**config.mk**
```make
export PLATFORM = sky130hd
export DESIGN_NAME = muldiv_unit
export DESIGN_NICKNAME = d
export VERILOG_FILES = /design/src/rtl/muldiv_unit.sv
export SDC_FILE = /design/constraint.sdc
export NUM_CORES = 1
export LEC_CHECK = 0
export ABC_AREA = 1
export BUFFER_PORTS_ARGS = -buffer_cell sky130_fd_sc_hd__buf_2
export CORE_ASPECT_RATIO = 1.4
export CORE_MARGIN = 2
export CORE_UTILIZATION = 55
export CTS_BUF_LIST = sky130_fd_sc_hd__clkbuf_4
export DETAILED_ROUTE_END_ITERATION = 12
export HOLD_SLACK_MARGIN = 0.05
export PLACE_DENSITY_LB_ADDON = 0.25
export SYNTH_ARGS = -nofsm -noshare
export SYNTH_HDL_FRONTEND = slang
export SYNTH_SLANG_ARGS = --single-unit
```
**constraint.sdc**
```tcl
create_clock -name clk -period 2.5 [get_ports clk]
set_clock_uncertainty 0.15 [all_clocks]
set_input_delay 0.375 -clock clk [delete_from_list [all_inputs] [get_ports clk]]
set_output_delay 0.375 -clock clk [all_outputs]
set_load 0.02 [all_outputs]
```
**src/rtl/muldiv_unit.sv**
```systemverilog
// muldiv_unit: iterative HI/LO multiply/divide unit for R-type MULT/DIV ops.
//
// MULT/MULTU multiply with one shift-add step per cycle. DIV/DIVU divide with
// one restoring shift-subtract step per cycle. Each operation takes exactly
// WIDTH+1 clock edges from the accepting edge to the edge that writes hi/lo.
// MTHI/MTLO write hi/lo directly while the unit is idle. MFHI/MFLO are
// combinational reads on res.
//
// Ports
//   clk          single clock, rising edge
//   reset        synchronous, active high
//   start        request strobe that qualifies opcode/funct
//   opcode       instruction opcode; only 0x00 (R-type) is acted on
//   funct        MFHI/MTHI/MFLO/MTLO/MULT/MULTU/DIV/DIVU
//   operandA     multiplicand, dividend, or MTHI/MTLO source
//   operandB     multiplier or divisor
//   busy         high while an iterative operation is in flight
//   done         one-cycle pulse when hi/lo take a MULT/DIV result
//   div_by_zero  registered; valid with done
//   hi, lo       HI and LO registers
//   res          hi for MFHI, lo for MFLO, otherwise 0
//   zero         high when res is all zeros
//
// state  | meaning
// -------+---------------------------------------------------------------
// IDLE   | waiting for start; MTHI/MTLO are serviced here
// MUL    | one shift-add step per cycle, counter runs WIDTH -> 0
// DIV    | one restoring shift-subtract step per cycle, counter WIDTH -> 0
// FIXUP  | sign correction, hi/lo written, done raised on the way to IDLE
module muldiv_unit #(
    parameter int WIDTH = 32
) (
    input  logic             clk,
    input  logic             reset,
    input  logic             start,
    input  logic [5:0]       opcode,
    input  logic [5:0]       funct,
    input  logic [WIDTH-1:0] operandA,
    input  logic [WIDTH-1:0] operandB,
    output logic             busy,
    output logic             done,
    output logic             div_by_zero,
    output logic [WIDTH-1:0] hi,
    output logic [WIDTH-1:0] lo,
    output logic [WIDTH-1:0] res,
    output logic             zero
);

    localparam int CW = $clog2(WIDTH + 1);

    localparam logic [1:0] IDLE  = 2'd0;
    localparam logic [1:0] MUL   = 2'd1;
    localparam logic [1:0] DIV   = 2'd2;
    localparam logic [1:0] FIXUP = 2'd3;

    localparam logic [5:0] RTYPE_OP = 6'h00;
    localparam logic [5:0] F_MFHI   = 6'h10;
    localparam logic [5:0] F_MTHI   = 6'h11;
    localparam logic [5:0] F_MFLO   = 6'h12;
    localparam logic [5:0] F_MTLO   = 6'h13;
    localparam logic [5:0] F_MULT   = 6'h18;
    localparam logic [5:0] F_MULTU  = 6'h19;
    localparam logic [5:0] F_DIV    = 6'h1A;
    localparam logic [5:0] F_DIVU   = 6'h1B;

    logic [1:0]       state;
    logic [CW-1:0]    cnt;
    // mcand holds the multiplicand magnitude for MUL and the divisor
    // magnitude for DIV. p_hi/p_lo are the product accumulator for MUL and
    // {remainder, quotient/dividend} for DIV.
    logic [WIDTH-1:0] mcand;
    logic [WIDTH-1:0] p_hi;
    logic [WIDTH-1:0] p_lo;
    logic [WIDTH-1:0] dvz_a;
    logic             neg_q;
    logic             neg_r;
    logic             b_zero;
    logic             is_div;

    logic             accept;
    logic             is_signed;
    logic [WIDTH-1:0] abs_a;
    logic [WIDTH-1:0] abs_b;
    logic [WIDTH:0]   mul_sum;
    logic [WIDTH:0]   div_shift;
    logic             div_ge;
    logic [2*WIDTH-1:0] prod_fix;

    assign accept    = start && (opcode == RTYPE_OP) && (state == IDLE);
    assign is_signed = (funct == F_MULT) || (funct == F_DIV);
    assign abs_a     = (is_signed && operandA[WIDTH-1]) ? -operandA : operandA;
    assign abs_b     = (is_signed && operandB[WIDTH-1]) ? -operandB : operandB;

    // Carry out of the add lands in the top bit and is shifted down into p_hi.
    assign mul_sum   = {1'b0, p_hi} + (p_lo[0] ? {1'b0, mcand} : '0);
    assign div_shift = {p_hi, p_lo[WIDTH-1]};
    assign div_ge    = div_shift >= {1'b0, mcand};
    assign prod_fix  = neg_q ? -{p_hi, p_lo} : {p_hi, p_lo};

    assign busy = (state != IDLE);

    always_comb begin
        res = '0;
        if (funct == F_MFHI)      res = hi;
        else if (funct == F_MFLO) res = lo;
    end

    assign zero = (res == '0);

    always_ff @(posedge clk) begin
        if (reset) begin
            state       <= IDLE;
            cnt         <= '0;
            hi          <= '0;
            lo          <= '0;
            done        <= 1'b0;
            div_by_zero <= 1'b0;
            mcand       <= '0;
            p_hi        <= '0;
            p_lo        <= '0;
            dvz_a       <= '0;
            neg_q       <= 1'b0;
            neg_r       <= 1'b0;
            b_zero      <= 1'b0;
            is_div      <= 1'b0;
        end else begin
            done <= 1'b0;
            case (state)
                IDLE: begin
                    if (accept) begin
                        case (funct)
                            F_MULT, F_MULTU: begin
                                mcand       <= abs_a;
                                p_hi        <= '0;
                                p_lo        <= abs_b;
                                neg_q       <= is_signed && (operandA[WIDTH-1] ^ operandB[WIDTH-1]);
                                neg_r       <= 1'b0;
                                is_div      <= 1'b0;
                                cnt         <= CW'(WIDTH);
                                div_by_zero <= 1'b0;
                                state       <= MUL;
                            end
                            F_DIV, F_DIVU: begin
                                mcand       <= abs_b;
                                p_hi        <= '0;
                                p_lo        <= abs_a;
                                dvz_a       <= operandA;
                                b_zero      <= (operandB == '0);
                                neg_q       <= is_signed && (operandA[WIDTH-1] ^ operandB[WIDTH-1]);
                                neg_r       <= is_signed && operandA[WIDTH-1];
                                is_div      <= 1'b1;
                                cnt         <= CW'(WIDTH);
                                div_by_zero <= 1'b0;
                                state       <= DIV;
                            end
                            F_MTHI: begin
                                hi          <= operandA;
                                div_by_zero <= 1'b0;
                            end
                            F_MTLO: begin
                                lo          <= operandA;
                                div_by_zero <= 1'b0;
                            end
                            F_MFHI, F_MFLO: begin
                                div_by_zero <= 1'b0;
                            end
                            default: ;
                        endcase
                    end
                end
                MUL: begin
                    {p_hi, p_lo} <= {mul_sum, p_lo[WIDTH-1:1]};
                    cnt          <= cnt - CW'(1);
                    if (cnt == CW'(1)) state <= FIXUP;
                end
                DIV: begin
                    if (div_ge) begin
                        p_hi <= WIDTH'(div_shift - {1'b0, mcand});
                        p_lo <= {p_lo[WIDTH-2:0], 1'b1};
                    end else begin
                        p_hi <= div_shift[WIDTH-1:0];
                        p_lo <= {p_lo[WIDTH-2:0], 1'b0};
                    end
                    cnt <= cnt - CW'(1);
                    if (cnt == CW'(1)) state <= FIXUP;
                end
                FIXUP: begin
                    if (is_div) begin
                        if (b_zero) begin
                            hi          <= dvz_a;
                            lo          <= '1;
                            div_by_zero <= 1'b1;
                        end else begin
                            lo <= neg_q ? -p_lo : p_lo;
                            hi <= neg_r ? -p_hi : p_hi;
                        end
                    end else begin
                        {hi, lo} <= prod_fix;
                    end
                    done  <= 1'b1;
                    state <= IDLE;
                end
                default: state <= IDLE;
            endcase
        end
    end

endmodule

```
==> run metrics, run 1 <==
library cells used by synthesis 46; largest area contributor in the netlist dfxtp_1; Chip Height 231.1 um; Synthesis Warnings 0; largest net degree at the start of global routing 126; Placed Cells 4734; Netlist Area Pre-Place 20270 um2; starting density of the core 55.45%; EDFF count, synth 0; status did not finish; I/O Buffers 178; GRT overflow 285; Synth Register Bits 206; Post-Synthesis Cells 3683; Top Ports 179; register area share after synthesis 20.35%; top cells by area in the synthesized netlist dfxtp_1, nand2_1, nand3_1; gp weighted congestion 1.182; CTS Buf Count 51; mean post-synth cell area 5.504 um2; pre-CTS setup slack -0.4891 ns; Die W 166.2 um; dpl hpwl 85320 um; Tool Error [ERROR GRT-0232] Routing congestion too high. Check the congestion heatmap in the GUI.; clk buf depth 3; asr flop ratio synth 0%; Commonest cells post-synth nand2_1, inv_1, nor2_1, nand3_1, o21ai_0; root buffer selected by CTS clkbuf_4; main flop type after synthesis dfxtp_1; Core Rows 83; CTS Sinks 206; Synth top area share 20.35%; H-tree levels 2; syn nets 3838; top-count cell post-synth nand2_1; step where the flow halted global routing (5_1_grt); total track usage 79.58%
[cells by family after synthesis]
group | share of synthesized area [%]
buffers and inverters | 12.01
flip-flops | 20.35
AND/OR/NAND/NOR | 40.40
adder cells (fa/ha/maj) | 4.765
XOR/XNOR | 3.154
AO/OA/AOI/OAI | 19.32
[per-stage QoR]
step	cell area, um2	TNS (ns)
floorplan	20270	0
global placement	25660	-10.53
detailed placement	25660	-11.79
CTS	28460	-0.2303
[routing by layer]
layer  GRT usage (%)  overflow
met5           30.69         0
met4           83.19       111
met3           60.89         0
met2           97.48       169
met1           79.18         5
[repair_timing]
item,4_1_cts
hold buffers,59
cloned,3
gates resized for setup,319
pin swaps,66
hold endpoints to repair,126
buffers inserted,21
setup endpoints to repair,54
==> run 2, diff against run 1 <==
==> config.mk (replaced) <==
export PLATFORM = sky130hd
export DESIGN_NAME = muldiv_unit
export DESIGN_NICKNAME = d
export VERILOG_FILES = /design/src/rtl/muldiv_unit.sv
export SDC_FILE = /design/constraint.sdc
export NUM_CORES = 1
export LEC_CHECK = 0
export ABC_AREA = 1
export BUFFER_PORTS_ARGS = -buffer_cell sky130_fd_sc_hd__buf_2
export CORE_MARGIN = 2
export CORE_UTILIZATION = 40
export DETAILED_ROUTE_END_ITERATION = 12
export PLACE_DENSITY_LB_ADDON = 0.15
export SYNTH_ARGS = -nofsm -noshare
export SYNTH_HDL_FRONTEND = slang
export SYNTH_SLANG_ARGS = --single-unit
==> constraint.sdc (replaced) <==
create_clock -name clk -period 3.2 [get_ports clk]
set_clock_uncertainty 0.15 [all_clocks]
set_input_delay 0.48 -clock clk [delete_from_list [all_inputs] [get_ports clk]]
set_output_delay 0.48 -clock clk [all_outputs]
set_load 0.02 [all_outputs]
==> run 2 against run 1 <==
  * The flow now finishes without violations
  * Synthesized cell count did not move
  * Synthesized area did not move
==> run metrics, run 2 <==
status finished, final reports clean; Rel. slew slack 26.69%; Die W 229.1 um; CP bufs+invs 2; most common cell after layout, fill and taps aside nand2_1; Cell Chain, Critical Path inv_1 > fa_1 > nand3_1 > nand3_1 > nand2_1 > nand2_1 > nand2_1 > nand2_1 > nand2_1 > nand2_1 > nand2_1 > nand3_1 > buf_4 > nand2_1 > nand2_1 > nand2_1 > a21oi_1; R2R Path End p_hi[28]$_SDFFE_PP0P_; Arr. time, crit path 3.26 ns; Setup Total Neg Slack 0 ns; GRT overflow 0; startpoint types flop; library cells used by synthesis 46; Final nets 4066; hold depth 3; Synth top area share 20.35%; Worst setup EP type flop; Design Power 10.87 mW; Required @ worst endpoint 3.45 ns; Final setup viols 0; syn nets 3838; Critical Path Fanout Max 4; period utilization 94.12%; initial drt markers 3294; peak supply drop 0.7949 mV; final hold violation count 0; via count 26.09k; Worst path slowest cell fa_1; routed length per placed instance 23.39 um; initial antenna violation count 3; FF-to-FF setup slack 0.19 ns; Post-Synthesis Cells 3683; asr flop ratio synth 0%; I/O Buffers 178; CTS tree yes; post-layout minimum cycle time 3.012 ns; DR DRC count 0; main flop type after synthesis dfxtp_1; Core Rows 82; CTS Sinks 206; slowest stage delay, CP 0.51 ns; antenna viol nets, final 0; top cells by area in the synthesized netlist dfxtp_1, nand2_1, nand3_1; Top Ports 179; vias per std cell 5.668; P_leak 12.30 nW; dpl hpwl 87560 um; Commonest cells post-synth nand2_1, inv_1, nor2_1, nand3_1, o21ai_0; Netlist Area Pre-Place 20270 um2; post-layout instance area 23750 um2; delay-heaviest family, CP simple AND/OR/NAND/NOR gates; CTS Buf Count 26; DRT Pass-1 Iters 8; largest area contributor in the netlist dfxtp_1; r2r startpoint mcand[1]$_SDFFE_PP0P_; measured slew at the worst slew-check pin 1.100 ns; WHS Endpoint dvz_a[9]$_SDFFE_PP0P_; Synth Register Bits 206; root buffer selected by CTS clkbuf_16; starting density of the core 40.48%; aggregate routed wire length 107700 um; worst skew pair latency 0.57 ns; number of global-route vias before repair 24.24k; total track usage 39.85%; top-count cell post-synth nand2_1; core area 50070 um2; Placed Area 22790 um2; Crit Path Class flop to flop; unrepaired setup endpoints after global routing no; max cap viols 0; register area share after synthesis 20.35%; Slew Viols, Final 0; layout cell share with drive strength beyond 1 11.24%; commonest cells after routing, fill and taps aside nand2_1, inv_1, nor2_1; # Post-CTS Setup Buffers 0; Worst-path clk slew 0.07 ns; Chip Height 229.1 um; clk buf depth 3; EDFF count, synth 0; Achievable Freq 0.3320 GHz; Worst Reg-to-Reg Cells 17; Inserted Diodes 0; mean post-synth cell area 5.504 um2; pwr dens 457.6 nW/um2; gp weighted congestion 1.089; Synth-to-Final Area Change 17.16%; Synthesis Warnings 0; largest net degree at the start of global routing 79; Die Footprint 52490 um2; first-pass GRT wire length 157600 um; Hold Path Origin operandA[9]; H-tree levels 1; Crit path top cell by count nand2_1; min-delay worst type input port to flop
run 2: cells by family (layout without fill, tap and decap cells):
logic type,after synthesis,in the layout,share of synthesized area (%)
XOR/XNOR,73,73,3.154
AND/OR/NAND/NOR,1965,1965,40.40
buffers and inverters,636,884,12.01
flip-flops,206,206,20.35
adder cells (fa/ha/maj),76,76,4.765
AO/OA/AOI/OAI,727,727,19.32
run 2: power by group:
part,internal (mW),total (mW),switching [mW]
registers,2.77,3.02,0.254
logic,1.21,4.49,3.28
clock network,2.02,3.35,1.33
run 2: worst max path at each step:
stage / cells after the start / start / end
2_1_floorplan: 10 / funct[4] / zero
3_3_place_gp: 13 / opcode[1] / p_lo[23]$_SDFFE_PP0P_
3_5_place_dp: 13 / opcode[3] / p_lo[19]$_SDFFE_PP0P_
4_1_cts: 11 / funct[2] / zero
5_1_grt: 20 / mcand[7]$_SDFFE_PP0P_ / p_hi[25]$_SDFFE_PP0P_
6_report: 17 / mcand[1]$_SDFFE_PP0P_ / p_hi[28]$_SDFFE_PP0P_
run 2: what timing repair did:
| action | CTS | global route |
|---|---|---|
| gates resized for setup | 0 | 4 |
| hold buffers | 0 | 0 |
| endpoints found under the setup margin | 0 | 5 |
run 2: stage by stage:
stage / std cells / setup WS (ns) / utilization (%) / hold WS [ns]
6_report: 4603 / 0.1882 / 47.43 / 0.1427
5_1_grt: 4603 / 0.02417 / 47.43 / 0.1369
3_5_place_dp: 4555 / 0.1300 / 45.53 / 0.3224
4_1_cts: 4603 / 0.1987 / 47.41 / 0.1193
2_1_floorplan: 3683 / 0.5455 / - / 0.3063
3_3_place_gp: 4555 / 0.1289 / 45.53 / 0.3187
run 2: metal layers:
layer | global-route usage (%) | up-vias | part of all wire (%) | wire length [um]
li1 | - | 12454 | - | -
met1 | 51.87 | 11915 | 40 | 43500
met2 | 62.33 | 1407 | 43 | 46520
met3 | 6.051 | 308 | 9.3 | 10030
met4 | 23.62 | 4 | 7.0 | 7570
met5 | 0 | - | 0.030 | 32
run 2: final cells by class:
cell class	instances	area, um2
clock buffer	36	739.5
clock inverter	12	203.9
fill	5790	26320
inverter	483	1817
multi-input combinational	2841	13740
sequential	206	4125
tap	672	840.8
timing repair buffer	353	2283
run 2: worst register-to-register path, delay by kind of cell, from the launching register on:
family / cells / cell delay (ns)
buffers and inverters: 2 / 0.40
adder cells (fa/ha/maj): 1 / 0.51
AND/OR/NAND/NOR: 13 / 1.30
flip-flops: 1 / 0.44
AO/OA/AOI/OAI: 1 / 0.06
(Power assumes the default switching activity.)
